**config.mk**
```make
export PLATFORM = sky130hd
export DESIGN_NAME = alu_div_serial_flat
export DESIGN_NICKNAME = d
export VERILOG_FILES = /design/src/rtl/alu_div_serial_pkg.sv /design/src/rtl/alu_div_serial_if.sv /design/src/rtl/alu_div_serial_step.sv /design/src/rtl/alu_div_serial.sv /design/src/flat_wrapper.sv
export SDC_FILE = /design/constraint.sdc
export NUM_CORES = 1
export LEC_CHECK = 0
export BUFFER_PORTS_ARGS = -buffer_cell sky130_fd_sc_hd__clkbuf_2
export CORE_ASPECT_RATIO = 2
export CORE_UTILIZATION = 65
export CTS_BUF_LIST = sky130_fd_sc_hd__clkbuf_8
export CTS_CLUSTER_SIZE = 28
export DETAILED_ROUTE_END_ITERATION = 10
export GPL_ROUTABILITY_DRIVEN = 0
export PLACE_DENSITY = 0.87
export RECOVER_POWER = 25
export SYNTH_ARGS = -nofsm -noshare
export SYNTH_HDL_FRONTEND = slang
export SYNTH_SLANG_ARGS = --single-unit
```
**constraint.sdc**
```tcl
create_clock -name clk -period 11 [get_ports clk]
set_input_delay 1.1 -clock clk [delete_from_list [all_inputs] [get_ports clk]]
set_output_delay 1.1 -clock clk [all_outputs]
set_load 0.02 [all_outputs]
```
**src/rtl/alu_div_serial_pkg.sv**
```systemverilog
// Shared RV32M divider definitions: word width, ALU operator encodings and
// the divider FSM state type.
package riscv_defines;

  localparam int WORD_WIDTH   = 32;
  localparam int ALU_OP_WIDTH = 7;

  localparam logic [ALU_OP_WIDTH-1:0] ALU_DIVU = 7'b0110000;
  localparam logic [ALU_OP_WIDTH-1:0] ALU_DIV  = 7'b0110001;
  localparam logic [ALU_OP_WIDTH-1:0] ALU_REMU = 7'b0110010;
  localparam logic [ALU_OP_WIDTH-1:0] ALU_REM  = 7'b0110011;

  typedef enum logic [1:0] {
    IDLE,
    DIVIDE,
    FINISH
  } div_state_t;

  // Any code other than the four division operators is handled as DIVU.
  function automatic logic is_signed_op(input logic [ALU_OP_WIDTH-1:0] op);
    return (op == ALU_DIV) || (op == ALU_REM);
  endfunction

  function automatic logic is_rem_op(input logic [ALU_OP_WIDTH-1:0] op);
    return (op == ALU_REM) || (op == ALU_REMU);
  endfunction

endpackage

```
**src/rtl/alu_div_serial_if.sv**
```systemverilog
// Request/result bundle between the execute stage and the serial divider.
interface alu_div_serial_if
  import riscv_defines::*;
#(
  parameter int WIDTH = WORD_WIDTH
) ();

  logic                    valid_i;
  logic                    ready_o;
  logic [ALU_OP_WIDTH-1:0] operator_i;
  logic [WIDTH-1:0]        operand_a_i;
  logic [WIDTH-1:0]        operand_b_i;
  logic                    kill_i;
  logic                    valid_o;
  logic                    ready_i;
  logic [WIDTH-1:0]        result_o;

  modport master (
    output valid_i, operator_i, operand_a_i, operand_b_i, kill_i, ready_i,
    input  ready_o, valid_o, result_o
  );

  modport slave (
    input  valid_i, operator_i, operand_a_i, operand_b_i, kill_i, ready_i,
    output ready_o, valid_o, result_o
  );

endinterface

```
**src/rtl/alu_div_serial_step.sv**
```systemverilog
// One restoring-division iteration: shift the next dividend bit into the
// partial remainder and trial-subtract the divisor.
module alu_div_step
  import riscv_defines::*;
#(
  parameter int WIDTH = WORD_WIDTH
) (
  input  logic [WIDTH-1:0] rem,
  input  logic             dvd_msb,
  input  logic [WIDTH-1:0] divisor,
  output logic [WIDTH-1:0] rem_next,
  output logic             q_bit
);

  logic [WIDTH:0] shifted;
  logic [WIDTH:0] diff;

  // The remainder always stays below the divisor, so the kept value fits WIDTH bits.
  always_comb begin
    shifted  = {rem, dvd_msb};
    diff     = shifted - {1'b0, divisor};
    q_bit    = (shifted >= {1'b0, divisor});
    rem_next = q_bit ? diff[WIDTH-1:0] : shifted[WIDTH-1:0];
  end

endmodule

```
**src/rtl/alu_div_serial.sv**
```systemverilog
// Iterative radix-2 divider for RV32M DIV/DIVU/REM/REMU, one quotient bit per
// clock, with a single-cycle path for division by zero and signed overflow.
module alu_div_serial
  import riscv_defines::*;
#(
  parameter int WIDTH     = WORD_WIDTH,
  parameter int CNT_WIDTH = $clog2(WIDTH)
) (
  input  logic             clk,
  input  logic             rst_n,
  alu_div_serial_if.slave  bus
);

  localparam logic [WIDTH-1:0] MIN_NEG = {1'b1, {(WIDTH-1){1'b0}}};

  div_state_t           state_q, state_d;
  logic [CNT_WIDTH-1:0] cnt_q;
  logic [WIDTH-1:0]     rem_q, dvd_q, dvs_q;
  logic                 neg_q, is_rem_q;

  logic                 accept, op_signed, op_rem, b_zero, overflow, fast;
  logic                 res_sign;
  logic [WIDTH-1:0]     a_abs, b_abs, fast_res, step_rem, mag;
  logic                 step_q;

  assign accept    = (state_q == IDLE) && bus.valid_i && !bus.kill_i;
  assign op_signed = is_signed_op(bus.operator_i);
  assign op_rem    = is_rem_op(bus.operator_i);
  assign b_zero    = (bus.operand_b_i == '0);
  assign overflow  = op_signed && (bus.operand_a_i == MIN_NEG) && (bus.operand_b_i == '1);
  assign fast      = b_zero || overflow;

  assign a_abs = (op_signed && bus.operand_a_i[WIDTH-1]) ? -bus.operand_a_i : bus.operand_a_i;
  assign b_abs = (op_signed && bus.operand_b_i[WIDTH-1]) ? -bus.operand_b_i : bus.operand_b_i;

  // Remainder takes the dividend's sign; quotient the XOR of both signs.
  assign res_sign = op_rem ? bus.operand_a_i[WIDTH-1]
                           : (bus.operand_a_i[WIDTH-1] ^ bus.operand_b_i[WIDTH-1]);

  assign fast_res = b_zero ? (op_rem ? bus.operand_a_i : '1)
                           : (op_rem ? '0 : MIN_NEG);

  alu_div_step #(.WIDTH(WIDTH)) u_step (
    .rem      (rem_q),
    .dvd_msb  (dvd_q[WIDTH-1]),
    .divisor  (dvs_q),
    .rem_next (step_rem),
    .q_bit    (step_q)
  );

  always_ff @(posedge clk or negedge rst_n) begin
    if (!rst_n) begin
      state_q <= IDLE;
    end else begin
      state_q <= state_d;
    end
  end

  always_comb begin
    state_d = state_q;
    case (state_q)
      IDLE: begin
        if (accept) state_d = fast ? FINISH : DIVIDE;
      end
      DIVIDE: begin
        if (bus.kill_i)          state_d = IDLE;
        else if (cnt_q == '0)    state_d = FINISH;
      end
      FINISH: begin
        if (bus.kill_i || bus.ready_i) state_d = IDLE;
      end
      default: state_d = IDLE;
    endcase
  end

  // Fast-path results are parked in both rem and dividend registers with no
  // sign correction, so the common output mux serves either operation.
  always_ff @(posedge clk or negedge rst_n) begin
    if (!rst_n) begin
      cnt_q    <= '0;
      rem_q    <= '0;
      dvd_q    <= '0;
      dvs_q    <= '0;
      neg_q    <= 1'b0;
      is_rem_q <= 1'b0;
    end else begin
      case (state_q)
        IDLE: begin
          if (accept) begin
            is_rem_q <= op_rem;
            cnt_q    <= CNT_WIDTH'(WIDTH-1);
            if (fast) begin
              rem_q <= fast_res;
              dvd_q <= fast_res;
              dvs_q <= '0;
              neg_q <= 1'b0;
            end else begin
              rem_q <= '0;
              dvd_q <= a_abs;
              dvs_q <= b_abs;
              neg_q <= op_signed && res_sign;
            end
          end
        end
        DIVIDE: begin
          rem_q <= step_rem;
          dvd_q <= {dvd_q[WIDTH-2:0], step_q};
          cnt_q <= cnt_q - CNT_WIDTH'(1);
        end
        default: ;
      endcase
    end
  end

  always_comb begin
    mag          = is_rem_q ? rem_q : dvd_q;
    bus.ready_o  = (state_q == IDLE);
    bus.valid_o  = (state_q == FINISH);
    bus.result_o = (state_q == FINISH) ? (neg_q ? -mag : mag) : '0;
  end

endmodule

```
**src/flat_wrapper.sv**
```systemverilog
// flat-port wrapper written by rule: the top's interface ports become plain ports
module alu_div_serial_flat import riscv_defines::*;
#(
  parameter int WIDTH     = WORD_WIDTH,
  parameter int CNT_WIDTH = $clog2(WIDTH)
)
  (clk, rst_n, bus_valid_i, bus_operator_i, bus_operand_a_i, bus_operand_b_i, bus_kill_i, bus_ready_i, bus_ready_o, bus_valid_o, bus_result_o);
  alu_div_serial_if #(.WIDTH(WIDTH)) bus_i ();
  input  logic clk;
  input  logic rst_n;
  input wire logic [$bits(bus_i.valid_i)-1:0] bus_valid_i;
  input wire logic [$bits(bus_i.operator_i)-1:0] bus_operator_i;
  input wire logic [$bits(bus_i.operand_a_i)-1:0] bus_operand_a_i;
  input wire logic [$bits(bus_i.operand_b_i)-1:0] bus_operand_b_i;
  input wire logic [$bits(bus_i.kill_i)-1:0] bus_kill_i;
  input wire logic [$bits(bus_i.ready_i)-1:0] bus_ready_i;
  output wire logic [$bits(bus_i.ready_o)-1:0] bus_ready_o;
  output wire logic [$bits(bus_i.valid_o)-1:0] bus_valid_o;
  output wire logic [$bits(bus_i.result_o)-1:0] bus_result_o;
  assign bus_i.valid_i = bus_valid_i;
  assign bus_i.operator_i = bus_operator_i;
  assign bus_i.operand_a_i = bus_operand_a_i;
  assign bus_i.operand_b_i = bus_operand_b_i;
  assign bus_i.kill_i = bus_kill_i;
  assign bus_i.ready_i = bus_ready_i;
  assign bus_ready_o = bus_i.ready_o;
  assign bus_valid_o = bus_i.valid_o;
  assign bus_result_o = bus_i.result_o;
  alu_div_serial #(.WIDTH(WIDTH), .CNT_WIDTH(CNT_WIDTH)) u_core (.clk(clk), .rst_n(rst_n), .bus(bus_i));
endmodule
```
==> flow_metrics.tcl <==
set metrics [dict create \
    vias 11600 \
    antennaDiodeCount 0 \
    layout_commonest_cell "nor2_1" \
    dieArea_um2 16200 \
    syn_area_um2 10200 \
    wl_um 36200 \
    worst_pin_slew_ps 3460 \
    cp-start-kind "primary input" \
    synthCells 1358 \
    cp_max_fo 64 \
    die_h_um 179 \
    arrival_ps 5410 \
    max-vdd-ir-drop_mv 0.136 \
    end_kind "asynchronous set/reset pin" \
    synth_ff_type "dfrtp_1" \
    maxSlewViolCount 140 \
    dp_hpwl_um 26400 \
    synth-seq-cells 105 \
    ioPinCount 110 \
    fin_ws_ps 5350 \
    clkTransAtPathRegs_ps 100 \
    clk_latency_ps 420 \
    post_cts_buffers 0 \
    drtAntennaViolNets 0 \
    route.detailed.drc 0 \
    violations "capacitance limit, slew limit" \
    hold_violations 0 \
    grt_overflow_total 0 \
    synth_warnings 0 \
    grt_max_degree 104 \
    critPathMaxStageDelay_ps 2530 \
    finalCriticalPeriod_ps 5650 \
    drtIter0Drc 1405 \
    setup-tns-final_ps 0 \
    htreeDepth 3 \
    p_per_area_nw_per_um2 233 \
    path_cells "clkbuf_1 -> clkbuf_1" \
    power_leakage_nw 4.41 \
    finalSetupViolCount 0 \
    critPathTopFamily "buffers and inverters" \
    initial_core_util 0.665 \
    cts_resized 0 \
    drive_above_1_share 0.123 \
    antenna_found_initial 1 \
    rows 64 \
    async_flop_share 1.00 \
    slew_headroom -1.31 \
    r2r_setup_slack_ps 6970 \
    die_w_um 90.4 \
    cp_num_buf_inv 2 \
    grt_pass1_wl_um 56600 \
    cts_tree "built" \
    syn_nets 1473 \
    fmax_mhz 177 \
    vias_per_cell 7.20 \
    crit_required_ps 10750 \
    most-common-layout-cells "149 x nor2_1, 141 x o21ai_0, 125 x nand2_1" \
    cts_hold_buf 0 \
    rsz0062_at_grt "false" \
    clock_sinks 105 \
    cts_root_buf "clkbuf_8" \
    finalPower_w 0.00255 \
    wire_per_inst_um 22.5 \
    post-route-period-util 0.514 \
    syn2layout_area_growth_pct 7.81 \
    grt.total_usage 0.453 \
    syn_avg_cell_area_um2 7.48 \
    layout.nets 1522 \
    cts_buffer_depth 2 \
    cp_common_cell "clkbuf_1" \
    port_buffers 109 \
    drt-pass1-iter-count 6 \
    cts_buffers 9 \
    drv_cap 3 \
    grt_pass1_vias 11000 \
    finalClockSkew_ps 22.7 \
    path_class "primary input to asynchronous set/reset pin" \
    core-area_um2 15300 \
    seq_area_frac_synth 0.259 \
    status "complete, but fails checks" \
    synth_edf_count 0 \
    yosys.cell_types.count 76 \
    cpMaxStageDelayCell "clkbuf_1" \
    pre_cts_ws_ps 6270 \
    min_path_type "flop to flop" \
]
cells in the mapped netlist, drive strengths merged, types with 7 or more instances:
master,count,area share
a21oi,104,0.051
nand2b,13,0.0087
o311ai,8,0.0069
nor3b,11,0.0081
nand3,26,0.014
mux2i,33,0.033
nor4,25,0.020
o41ai,13,0.011
or2,7,0.0043
nor2,151,0.056
inv,51,0.019
clkbuf,69,0.025
and3,9,0.0055
a21o,26,0.019
or3,23,0.014
xor2,41,0.035
or4,15,0.011
o21ai,143,0.070
a31oi,22,0.014
nor3,49,0.024
xnor2,47,0.041
nand3b,9,0.0066
nand2,126,0.047
a211oi,19,0.015
mux2,10,0.011
nand4,31,0.020
o31ai,34,0.026
buf,17,0.0092
ha,38,0.047
dfrtp,105,0.26
report_power, final:
group          total, W  switching, W  leakage (nW)  internal (W)
clock          0.000284      0.000154         0.110      0.000130
sequential     0.000747      0.000224          1.25      0.000523
combinational   0.00152      0.000939          3.05      0.000579
logic make-up after synthesis:
| logic type | Yosys count | share of synthesized area |
|---|---|---|
| xor+xnor | 88 | 0.0758 |
| buf+inv | 137 | 0.0536 |
| simple gates | 514 | 0.254 |
| flops | 105 | 0.259 |
| compound gates | 432 | 0.266 |
| mux | 43 | 0.0436 |
| fa+ha+maj | 39 | 0.0488 |
layout make-up:
cell class	count	area [um^2]
Clock inverter	7	103
Fill cell	1240	4340
Sequential cell	105	2630
Inverter	51	191
Clock buffer	9	124
Timing Repair Buffer	124	648
Tap cell	198	248
Multi-Input combinational cell	1116	7010
routing by layer:
metal	global-route usage	wire length [um]	vias to the layer above	part of all wire
met5	0.0128	0	-	0
met4	0.392	3610	0	0.10
met3	0.116	3880	301	0.11
met2	0.756	17300	894	0.48
met1	0.472	11400	5288	0.32
li1	-	-	5107	-
final timing paths:
check | endpoint | depth (start not counted) | start
max | u_core.state_q[0]$_DFFE_PN0P_ | 2 | rst_n
min | u_core.dvs_q[18]$_DFFE_PN0P_ | 2 | u_core.dvs_q[18]$_DFFE_PN0P_
max reg2reg | u_core.rem_q[19]$_DFFE_PN0P_ | 8 | u_core.rem_q[23]$_DFFE_PN0P_
min reg2reg | u_core.dvs_q[18]$_DFFE_PN0P_ | 2 | u_core.dvs_q[18]$_DFFE_PN0P_
max in group clk | bus_result_o[30] | 10 | u_core.is_rem_q$_DFFE_PN0P_
min in group asynchronous | u_core.rem_q[15]$_DFFE_PN0P_ | 1 | rst_n
metrics by stage:
stage          area, um^2  instances  utilization  hold WS [ps]
2_1_floorplan       10200       1358            -           450
3_3_place_gp        10700       1593        0.702           461
3_5_place_dp        10700       1593        0.702           471
4_1_cts             11000       1609        0.717           494
5_1_grt             11000       1610        0.716           506
6_report            11000       1610        0.716           490
registers in the layout, indices dropped and copies added, names as in the netlist:
name             cells
u_core.cnt_q         5
u_core.state_q       2
u_core.rem_q        32
u_core.dvs_q        32
u_core.is_rem_q      1
u_core.dvd_q        32
u_core.neg_q         1
Note: power is estimated with default switching activity, not from simulation.
